===== config.mk =====
export PLATFORM = sky130hd
export DESIGN_NAME = note_buzzer_flat
export DESIGN_NICKNAME = d
export VERILOG_FILES = /design/src/rtl/note_buzzer_if.sv /design/src/rtl/note_buzzer.sv /design/src/flat_wrapper.sv
export SDC_FILE = /design/constraint.sdc
export NUM_CORES = 1
export LEC_CHECK = 0
export CAP_MARGIN = 20
export CORE_MARGIN = 5
export CORE_UTILIZATION = 28
export DETAILED_ROUTE_END_ITERATION = 7
export PLACE_DENSITY = 0.39
export SLEW_MARGIN = 30
export SYNTH_ARGS = -nofsm -noshare
export SYNTH_HDL_FRONTEND = slang
export SYNTH_SLANG_ARGS = --single-unit

===== constraint.sdc =====
create_clock -name clk -period 7.2 [get_ports clk]
set_input_delay 1.8 -clock clk [delete_from_list [all_inputs] [get_ports clk]]
set_output_delay 1.8 -clock clk [all_outputs]
set_load 0.05 [all_outputs]

===== src/rtl/note_buzzer_if.sv =====
// ----------------------------------------------------------------------------
// note_buzzer_if
//
// Purpose:
//   Bundles the note request and the speaker drive between a front end
//   (auto player / free-play logic) and the note_buzzer tone generator.
//
// Signals:
//   note     [4:0]  note index, 0 = rest, driven by the front end
//   speaker         square-wave drive returned by the tone generator
//
// Modports:
//   master   front end: drives note, observes speaker
//   slave    tone generator: reads note, drives speaker
// ----------------------------------------------------------------------------
interface note_buzzer_if;
    logic [4:0] note;
    logic       speaker;

    modport master (
        output note,
        input  speaker
    );

    modport slave (
        input  note,
        output speaker
    );
endinterface


===== src/rtl/note_buzzer.sv =====
// ----------------------------------------------------------------------------
// note_buzzer
//
// Purpose:
//   Square-wave tone generator for the piano speaker pin. A 5-bit note index
//   selects an equal-tempered pitch (A4 = 440 Hz); the output is a 50 % duty
//   square wave whose half period, in clock cycles, is a constant computed at
//   elaboration from CLK_FREQ. Index 0 and any index without a table entry
//   are silent.
//
// Parameters:
//   CLK_FREQ   system clock frequency in Hz (default 100 MHz)
//
// Ports:
//   clk        system clock, everything on the rising edge
//   rst        synchronous, active-high reset
//   bus        note_buzzer_if.slave
//                bus.note     note index (0 = rest, 1-7 C3-B3, 8-14 C4-B4,
//                             15-21 C5-B5, 22-28 C6-B6 when extended)
//                bus.speaker  registered square-wave output
//
// Configuration macro:
//   BUZZER_OCTAVE_EXT_EN  when defined, notes 22-28 play C6-B6 and 29-31 are
//                         silent; when undefined, notes 22-31 are all silent
//                         and the C6-B6 constants are not built.
// ----------------------------------------------------------------------------
module note_buzzer #(
    parameter int unsigned CLK_FREQ = 100_000_000
) (
    input  logic          clk,
    input  logic          rst,
    note_buzzer_if.slave  bus
);

    // ------------------------------------------------------------------------
    // Half-period constants.
    // HALF = round(CLK_FREQ / (2 * f_Hz)) with f given in centi-Hz, which is
    // (CLK_FREQ * 50 + f/2) / f. CLK_FREQ * 50 overflows 32 bits at the
    // default frequency, so the arithmetic is done in 64 bits and only the
    // quotient is narrowed. Everything here folds to constants.
    // ------------------------------------------------------------------------
    function automatic logic [31:0] half_cycles(input longint unsigned freq_chz);
        longint unsigned numer;
        numer = 64'(CLK_FREQ) * 64'd50 + freq_chz / 64'd2;
        return 32'(numer / freq_chz);
    endfunction

    // Octave 3
    localparam logic [31:0] HALF_C3 = half_cycles(64'd13081);
    localparam logic [31:0] HALF_D3 = half_cycles(64'd14683);
    localparam logic [31:0] HALF_E3 = half_cycles(64'd16481);
    localparam logic [31:0] HALF_F3 = half_cycles(64'd17461);
    localparam logic [31:0] HALF_G3 = half_cycles(64'd19600);
    localparam logic [31:0] HALF_A3 = half_cycles(64'd22000);
    localparam logic [31:0] HALF_B3 = half_cycles(64'd24694);

    // Octave 4
    localparam logic [31:0] HALF_C4 = half_cycles(64'd26163);
    localparam logic [31:0] HALF_D4 = half_cycles(64'd29366);
    localparam logic [31:0] HALF_E4 = half_cycles(64'd32963);
    localparam logic [31:0] HALF_F4 = half_cycles(64'd34923);
    localparam logic [31:0] HALF_G4 = half_cycles(64'd39200);
    localparam logic [31:0] HALF_A4 = half_cycles(64'd44000);
    localparam logic [31:0] HALF_B4 = half_cycles(64'd49388);

    // Octave 5
    localparam logic [31:0] HALF_C5 = half_cycles(64'd52325);
    localparam logic [31:0] HALF_D5 = half_cycles(64'd58733);
    localparam logic [31:0] HALF_E5 = half_cycles(64'd65926);
    localparam logic [31:0] HALF_F5 = half_cycles(64'd69846);
    localparam logic [31:0] HALF_G5 = half_cycles(64'd78399);
    localparam logic [31:0] HALF_A5 = half_cycles(64'd88000);
    localparam logic [31:0] HALF_B5 = half_cycles(64'd98777);

`ifdef BUZZER_OCTAVE_EXT_EN
    // Octave 6, only present in the extended build
    localparam logic [31:0] HALF_C6 = half_cycles(64'd104650);
    localparam logic [31:0] HALF_D6 = half_cycles(64'd117466);
    localparam logic [31:0] HALF_E6 = half_cycles(64'd131851);
    localparam logic [31:0] HALF_F6 = half_cycles(64'd139691);
    localparam logic [31:0] HALF_G6 = half_cycles(64'd156798);
    localparam logic [31:0] HALF_A6 = half_cycles(64'd176000);
    localparam logic [31:0] HALF_B6 = half_cycles(64'd197553);
`endif

    // ------------------------------------------------------------------------
    // State
    // ------------------------------------------------------------------------
    logic [31:0] cnt_q,     cnt_d;
    logic [4:0]  prev_q,    prev_d;
    logic        speaker_q, speaker_d;

    // Selected half period for the current note; zero marks a silent note.
    logic [31:0] half_sel;
    logic        audible;

    // ------------------------------------------------------------------------
    // Note decode. Index n >= 1 is octave (n-1)/7, degree (n-1)%7; since the
    // mapping is fixed, the index selects its constant directly. Rest and
    // indices outside the built table fall through to zero (silent).
    // ------------------------------------------------------------------------
    always_comb begin
        half_sel = 32'd0;
        case (bus.note)
            5'd1:  half_sel = HALF_C3;
            5'd2:  half_sel = HALF_D3;
            5'd3:  half_sel = HALF_E3;
            5'd4:  half_sel = HALF_F3;
            5'd5:  half_sel = HALF_G3;
            5'd6:  half_sel = HALF_A3;
            5'd7:  half_sel = HALF_B3;
            5'd8:  half_sel = HALF_C4;
            5'd9:  half_sel = HALF_D4;
            5'd10: half_sel = HALF_E4;
            5'd11: half_sel = HALF_F4;
            5'd12: half_sel = HALF_G4;
            5'd13: half_sel = HALF_A4;
            5'd14: half_sel = HALF_B4;
            5'd15: half_sel = HALF_C5;
            5'd16: half_sel = HALF_D5;
            5'd17: half_sel = HALF_E5;
            5'd18: half_sel = HALF_F5;
            5'd19: half_sel = HALF_G5;
            5'd20: half_sel = HALF_A5;
            5'd21: half_sel = HALF_B5;
`ifdef BUZZER_OCTAVE_EXT_EN
            5'd22: half_sel = HALF_C6;
            5'd23: half_sel = HALF_D6;
            5'd24: half_sel = HALF_E6;
            5'd25: half_sel = HALF_F6;
            5'd26: half_sel = HALF_G6;
            5'd27: half_sel = HALF_A6;
            5'd28: half_sel = HALF_B6;
`endif
            default: half_sel = 32'd0;
        endcase
    end

    assign audible = (half_sel != 32'd0);

    // ------------------------------------------------------------------------
    // Next-state logic. A note change always wins over counting so that each
    // new note (including a note returning after a rest) starts its wave from
    // phase zero with the speaker low. The counter is cleared at HALF-1 and
    // never runs past it.
    // ------------------------------------------------------------------------
    always_comb begin
        cnt_d     = cnt_q;
        prev_d    = prev_q;
        speaker_d = speaker_q;

        if (bus.note != prev_q) begin
            cnt_d     = 32'd0;
            speaker_d = 1'b0;
            prev_d    = bus.note;
        end else if (!audible) begin
            cnt_d     = 32'd0;
            speaker_d = 1'b0;
        end else if (cnt_q == half_sel - 32'd1) begin
            cnt_d     = 32'd0;
            speaker_d = ~speaker_q;
        end else begin
            cnt_d     = cnt_q + 32'd1;
        end
    end

    // ------------------------------------------------------------------------
    // Registers. Clearing prev on reset makes whatever note is present after
    // release look like a change, so the tone restarts cleanly.
    // ------------------------------------------------------------------------
    always_ff @(posedge clk) begin
        if (rst) begin
            cnt_q     <= 32'd0;
            prev_q    <= 5'd0;
            speaker_q <= 1'b0;
        end else begin
            cnt_q     <= cnt_d;
            prev_q    <= prev_d;
            speaker_q <= speaker_d;
        end
    end

    assign bus.speaker = speaker_q;

endmodule


===== src/flat_wrapper.sv =====
// flat-port wrapper written by rule: the top's interface ports become plain ports
module note_buzzer_flat 
#(
    parameter int unsigned CLK_FREQ = 100_000_000
)
  (clk, rst, bus_note, bus_speaker);
  note_buzzer_if bus_i ();
  input  logic clk;
  input  logic rst;
  input wire logic [$bits(bus_i.note)-1:0] bus_note;
  output wire logic [$bits(bus_i.speaker)-1:0] bus_speaker;
  assign bus_i.note = bus_note;
  assign bus_speaker = bus_i.speaker;
  note_buzzer #(.CLK_FREQ(CLK_FREQ)) u_core (.clk(clk), .rst(rst), .bus(bus_i));
endmodule

# Word-level counts from Yosys, hierarchy flattened

Memories as Yosys holds them, arrays and structs flattened.
Index checks and enable logic that the tools add are counted.

Register bits after elaboration: 38
ROM bits: 608
Output and inout port bits: 1
Word-level logic and storage cells: 13
Memories: 1

Add/sub/neg operators: 2
Equal/unequal tests: 2
Bitwise operators: 2
Reduce and logical (&&, ||, !) cells: 3

Memory list:

| memory           | words | bits a word | read ports | clocked after Yosys merged registers in | write ports | RTL line           | source |
|---|---|---|---|---|---|---|---|
| (name not given) | 32    | 19          | 1          | 0                                       | 0           | note_buzzer.sv:104 | `case (bus.note)` |

Operator list:

| cell                    | number |
|---|---|
| $add A32 B1 Y32 const B | 1 |
| $eq A32 B32 Y1          | 1 |
| $reduce_bool A32 Y1     | 1 |
| $sub A32 B1 Y32 const B | 1 |
| $ne A5 B5 Y1            | 1 |
| $reduce_or A4 Y1        | 1 |
| $reduce_or A3 Y1        | 1 |
| $not A1 Y1              | 2 |

# Logic depth before layout (Yosys ltp)

An unclocked memory read counts as a cell.

Depth after elaboration: 4
Mapped depth: 16

# Worst setup path after synthesis

OpenSTA, ideal clock, no wires.

Path kind: input -> register
From: input bus_note[1]
To: register u_core.speaker_q, in the netlist u_core.bus.speaker
Library setup time: 123 ps
Arrival: 5419 ps
Data required time: 7077 ps
Setup slack: 1657 ps
Cell stages on the path: 15
Path through: clkbuf_1 inv_1 ha_1 mux2_2 a22o_1 a31oi_1 ha_1 a21boi_0 and3_1 clkbuf_1 and3_1 xnor2_1 nand4_1 nor4_4 mux2_1

Longest elaborated chain between the ends: 4

Ends and longest elaborated chain:

| item                                                                    | RTL line           | source |
|---|---|---|
| from (decl)                                                             | flat_wrapper.sv:10 | `input wire logic [$bits(bus_i.note)-1:0] bus_note;` |
| parallel branches: the longest is 4 deep, another holds $sub A32 B1 Y32 | n/a                |  |
| to (signal assigned)                                                    | note_buzzer.sv:179 | `speaker_q <= speaker_d;` |
| to (decl)                                                               | note_buzzer.sv:91  | `logic speaker_q, speaker_d;` |

Several ways; the timed one is not identified.
A chain may end at the register's enable or synchronous reset.

# Worst setup path in the final report

Ends and elaborated chain as after synthesis.

==> out/qor.csv <==
stage;metric;value;unit
cts;Clock Sinks;38;
drt;routed wire length;9690;um
cells_and_area;fin area;3700;sq um
cts;CTS tree;done;
pwr;Clk network pwr share;0.392;
global_route;number of global-route vias before repair;2896;
cells_and_area;layout cells sized above 1;0.0726;
cts;CTS buffer count;5;
global_route;total grt overflow;0;
logic_synthesis;dominant cells by area after synthesis;dfxtp_1 23%, xnor2_1 8.9%, xor2_1 6.0%;
logic_synthesis;async set-reset flop share out of synthesis;0;
logic_synthesis;register area share after synthesis;0.228;
pwr;P per Cell Area;156;nW/um^2
worst_setup_path;CP max FO;18;
floorplanning;core area;11600;sq um
worst_setup_path;critical path's slowest cell;clkdlybuf4s50_1;
drt;post-route ant nets;0;
logic_synthesis;Avg Inst Size Synth;7.84;sq um
logic_synthesis;post-synth top area share;0.228;
sta;RSZ-0062 raised after global routing;false;
cts;Post-CTS Setup Inserts;0;
worst_setup_path;Crit Path Class;in2reg;
drt;Avg Vias per Cell;5.33;
worst_setup_path;worst path arrival time;6310;ps
cells_and_area;Layout area overhead;10.8;%
worst_setup_path;CP Launch Type;primary input;
floorplanning;initial core utilization;0.289;
pwr;sequential power share;0.370;
logic_synthesis;Post-synth top cells;40 x nor3_1, 38 x dfxtp_1, 36 x nand2_1, 34 x xnor2_1, 31 x nor2_1;
logic_synthesis;EDFF count, synth;0;
sta;clock tree skew after final layout;7.82;ps
floorplanning;DIE HEIGHT;119;um
placed_design;Post-DP Area;3550;sq um
cells_and_area;ant diodes;0;
drt;total number of vias;3037;
floorplanning;Die Wd;119;um
sta;TNS Setup;0;ps
global_route;largest net degree at the start of global routing;45;
worst_setup_path;slowest stage delay, CP;450;ps
cts;H-tree depth;2;
logic_synthesis;Synth Area in XOR/XNOR;0.150;
cts;Clock transition at path regs;60;ps
sta;Finish-stage setup viols;0;
sta;Worst slew margin;0.528;
worst_setup_path;crit-path cells;clkdlybuf4s50_1, buf_4, inv_1, ha_1, mux2_2, a22o_1, a31oi_1, ha_1, a21boi_0, and3_1, and3_1, xnor2_1, nand4_1, nor4_4, buf_4, mux2_1;
cells_and_area;NumNets Final;444;
logic_synthesis;mapped cell area;3340;sq um
cells_and_area;Fillers;1245;
drt;drt initial violations;236;
logic_synthesis;Post-Syn Instances;426;
floorplanning;die footprint;14200;sq um
flow_run;maxcap violations;0;
logic_synthesis;mux share of post-synthesis cell area;0.0412;
cells_and_area;Non-Filler Instances;570;
global_route;antenna violations before repair;0;
cts;clk_lat worst skew;290;ps
sta;Slew @ Worst Pin;705;ps
logic_synthesis;syn_nets;444;
cts;CTS max path bufs;2;
logic_synthesis;Yosys cell types;69;
drt;mean routed wirelength per cell;17.0;um
placed_design;placed insts;562;
logic_synthesis;most common flop cell mapped by yosys;dfxtp_1;
cts;hold buffers post-CTS;0;
logic_synthesis;most common cell in the synthesized netlist;nor3_1;
sta;Hold Slack;568;ps
placed_design;dpl ws;787;ps
cts;clk root buf;clkbuf_16;
sta;hold violation count in the final report;0;
worst_setup_path;CP bufs+invs;4;
global_route;first-pass GRT wire length;16000;um
pwr;Logic pwr share;0.238;
worst_setup_path;critical path's top delay family;simple AND/OR/NAND/NOR gates;
logic_synthesis;Compound-Gate Fraction of Synth Area;0.153;
logic_synthesis;Post-Synth Adder-Cell Area;0.0412;
hold_path;HP Class;reg2reg;
pwr;Net Sw Frac;0.299;
pwr;Psw;0.000172;W
drt;DRC;0;
logic_synthesis;main combinational cell family by area after synthesis;simple AND/OR/NAND/NOR gates;
global_route;All-Layer GR Usage;0.140;
sta;final worst slack;1060;ps
sta;Final period util;0.853;
sta;Final Max Tran Viols;0;
logic_synthesis;post-synth top area cell;dfxtp_1;
logic_synthesis;synth warn;0;
floorplanning;Rows;39;
logic_synthesis;Yosys reg bits;38;
worst_setup_path;crit end category;flop;
pwr;peak supply drop;0.0000688;V
run_status;status;finished, final reports clean;
placed_design;HPWL after DPL;7310;um
sta;Max Clk Rate;163;MHz
cts;post-cts resize count;0;
pwr;internal power;0.000404;W
placed_design;IO Port Bufs;7;
worst_setup_path;CP Data Required Time;7380;ps
floorplanning;I/O pin count;8;
logic_synthesis;Simple-Gate Fraction of Synth Area;0.338;
sta;min cycle time layout;6140;ps
drt;drt pass-1 iters;4;
placed_design;Final Wtd Congestion;0.806;
pwr;Leak;1.31;nW
==> metrics by stage <==
stage               total power [W]  utilization
global route               0.000607        0.320
finish                     0.000575        0.320
detailed placement         0.000354        0.307
CTS                        0.000583        0.320
floorplan                  0.000319            -
global placement           0.000357        0.307
==> cell usage in the layout, fill, tap and decap left out, types with 11 or more instances in the layout <==
cell type and count:
dfxtp_1 38, ha_1 11, nand4_1 11, nand2_1 36, xnor2_1 34, nor3_1 40
o21ai_0 11, nand3_1 18, and3_1 17, nor2_1 31, xor2_1 23
==> worst paths after layout <==
kind                            slack (ps)  cells past startpoint                         endpoint                        start
worst min-delay path                   570                      1       u_core.cnt_q[0]$_SDFF_PP0_   u_core.cnt_q[0]$_SDFF_PP0_
worst max register to register        4740                      7  u_core.bus.speaker$_SDFFE_PP0N_  u_core.cnt_q[13]$_SDFF_PP0_
worst max-delay path                  1060                     16  u_core.bus.speaker$_SDFFE_PP0N_                  bus_note[1]
worst min register to register         570                      1       u_core.cnt_q[0]$_SDFF_PP0_   u_core.cnt_q[0]$_SDFF_PP0_
==> state kept, by name, summed over array words and instances (netlist names) <==
signal and count:
u_core.prev_q 5, u_core.cnt_q 32, u_core.bus.speaker 1
==> layer usage <==
metal,wire length [um],vias to the layer above,GRT usage
li1,-,1558,-
met4,87,0,0.0326
met3,373,7,0.0232
met1,4830,1427,0.200
met2,4400,45,0.219
met5,0,-,0
==> cells by family after synthesis <==
logic type / Yosys count
adders and majority gates: 11
muxes: 13
DFF: 38
and+or+nand+nor: 205
buffers and inverters: 34
AOI/OAI and AO/OA: 68
xor gates and xnor gates: 57
==> final cells by class <==
class	count	area (sq um)	share of cell area
Timing Repair Buffer	17	158	0.0426
Clock buffer	7	143	0.0386
Inverter	10	37.5	0.0102
Multi-Input combinational cell	354	2410	0.653
Sequential cell	38	761	0.206
Tap cell	143	179	0.0484
Clock inverter	1	5.00	0.00135
==> power by group through the flow <==
stage               Combinational (W)  Sequential, W  Clock [W]
floorplan                    0.000102       0.000217          0
global placement             0.000139       0.000217          0
detailed placement           0.000136       0.000217          0
CTS                          0.000137       0.000213   0.000234
global route                 0.000151       0.000213   0.000244
finish                       0.000137       0.000213   0.000226
==> worst register-to-register path, delay by kind of cell (launching register included) <==
family | cells | cell delay (ps)
xor+xnor | 1 | 140
flops | 1 | 420
simple gates | 2 | 540
buf+inv | 1 | 280
mux | 1 | 340
compound gates | 2 | 640
Note: power is estimated with default switching activity, not from simulation.
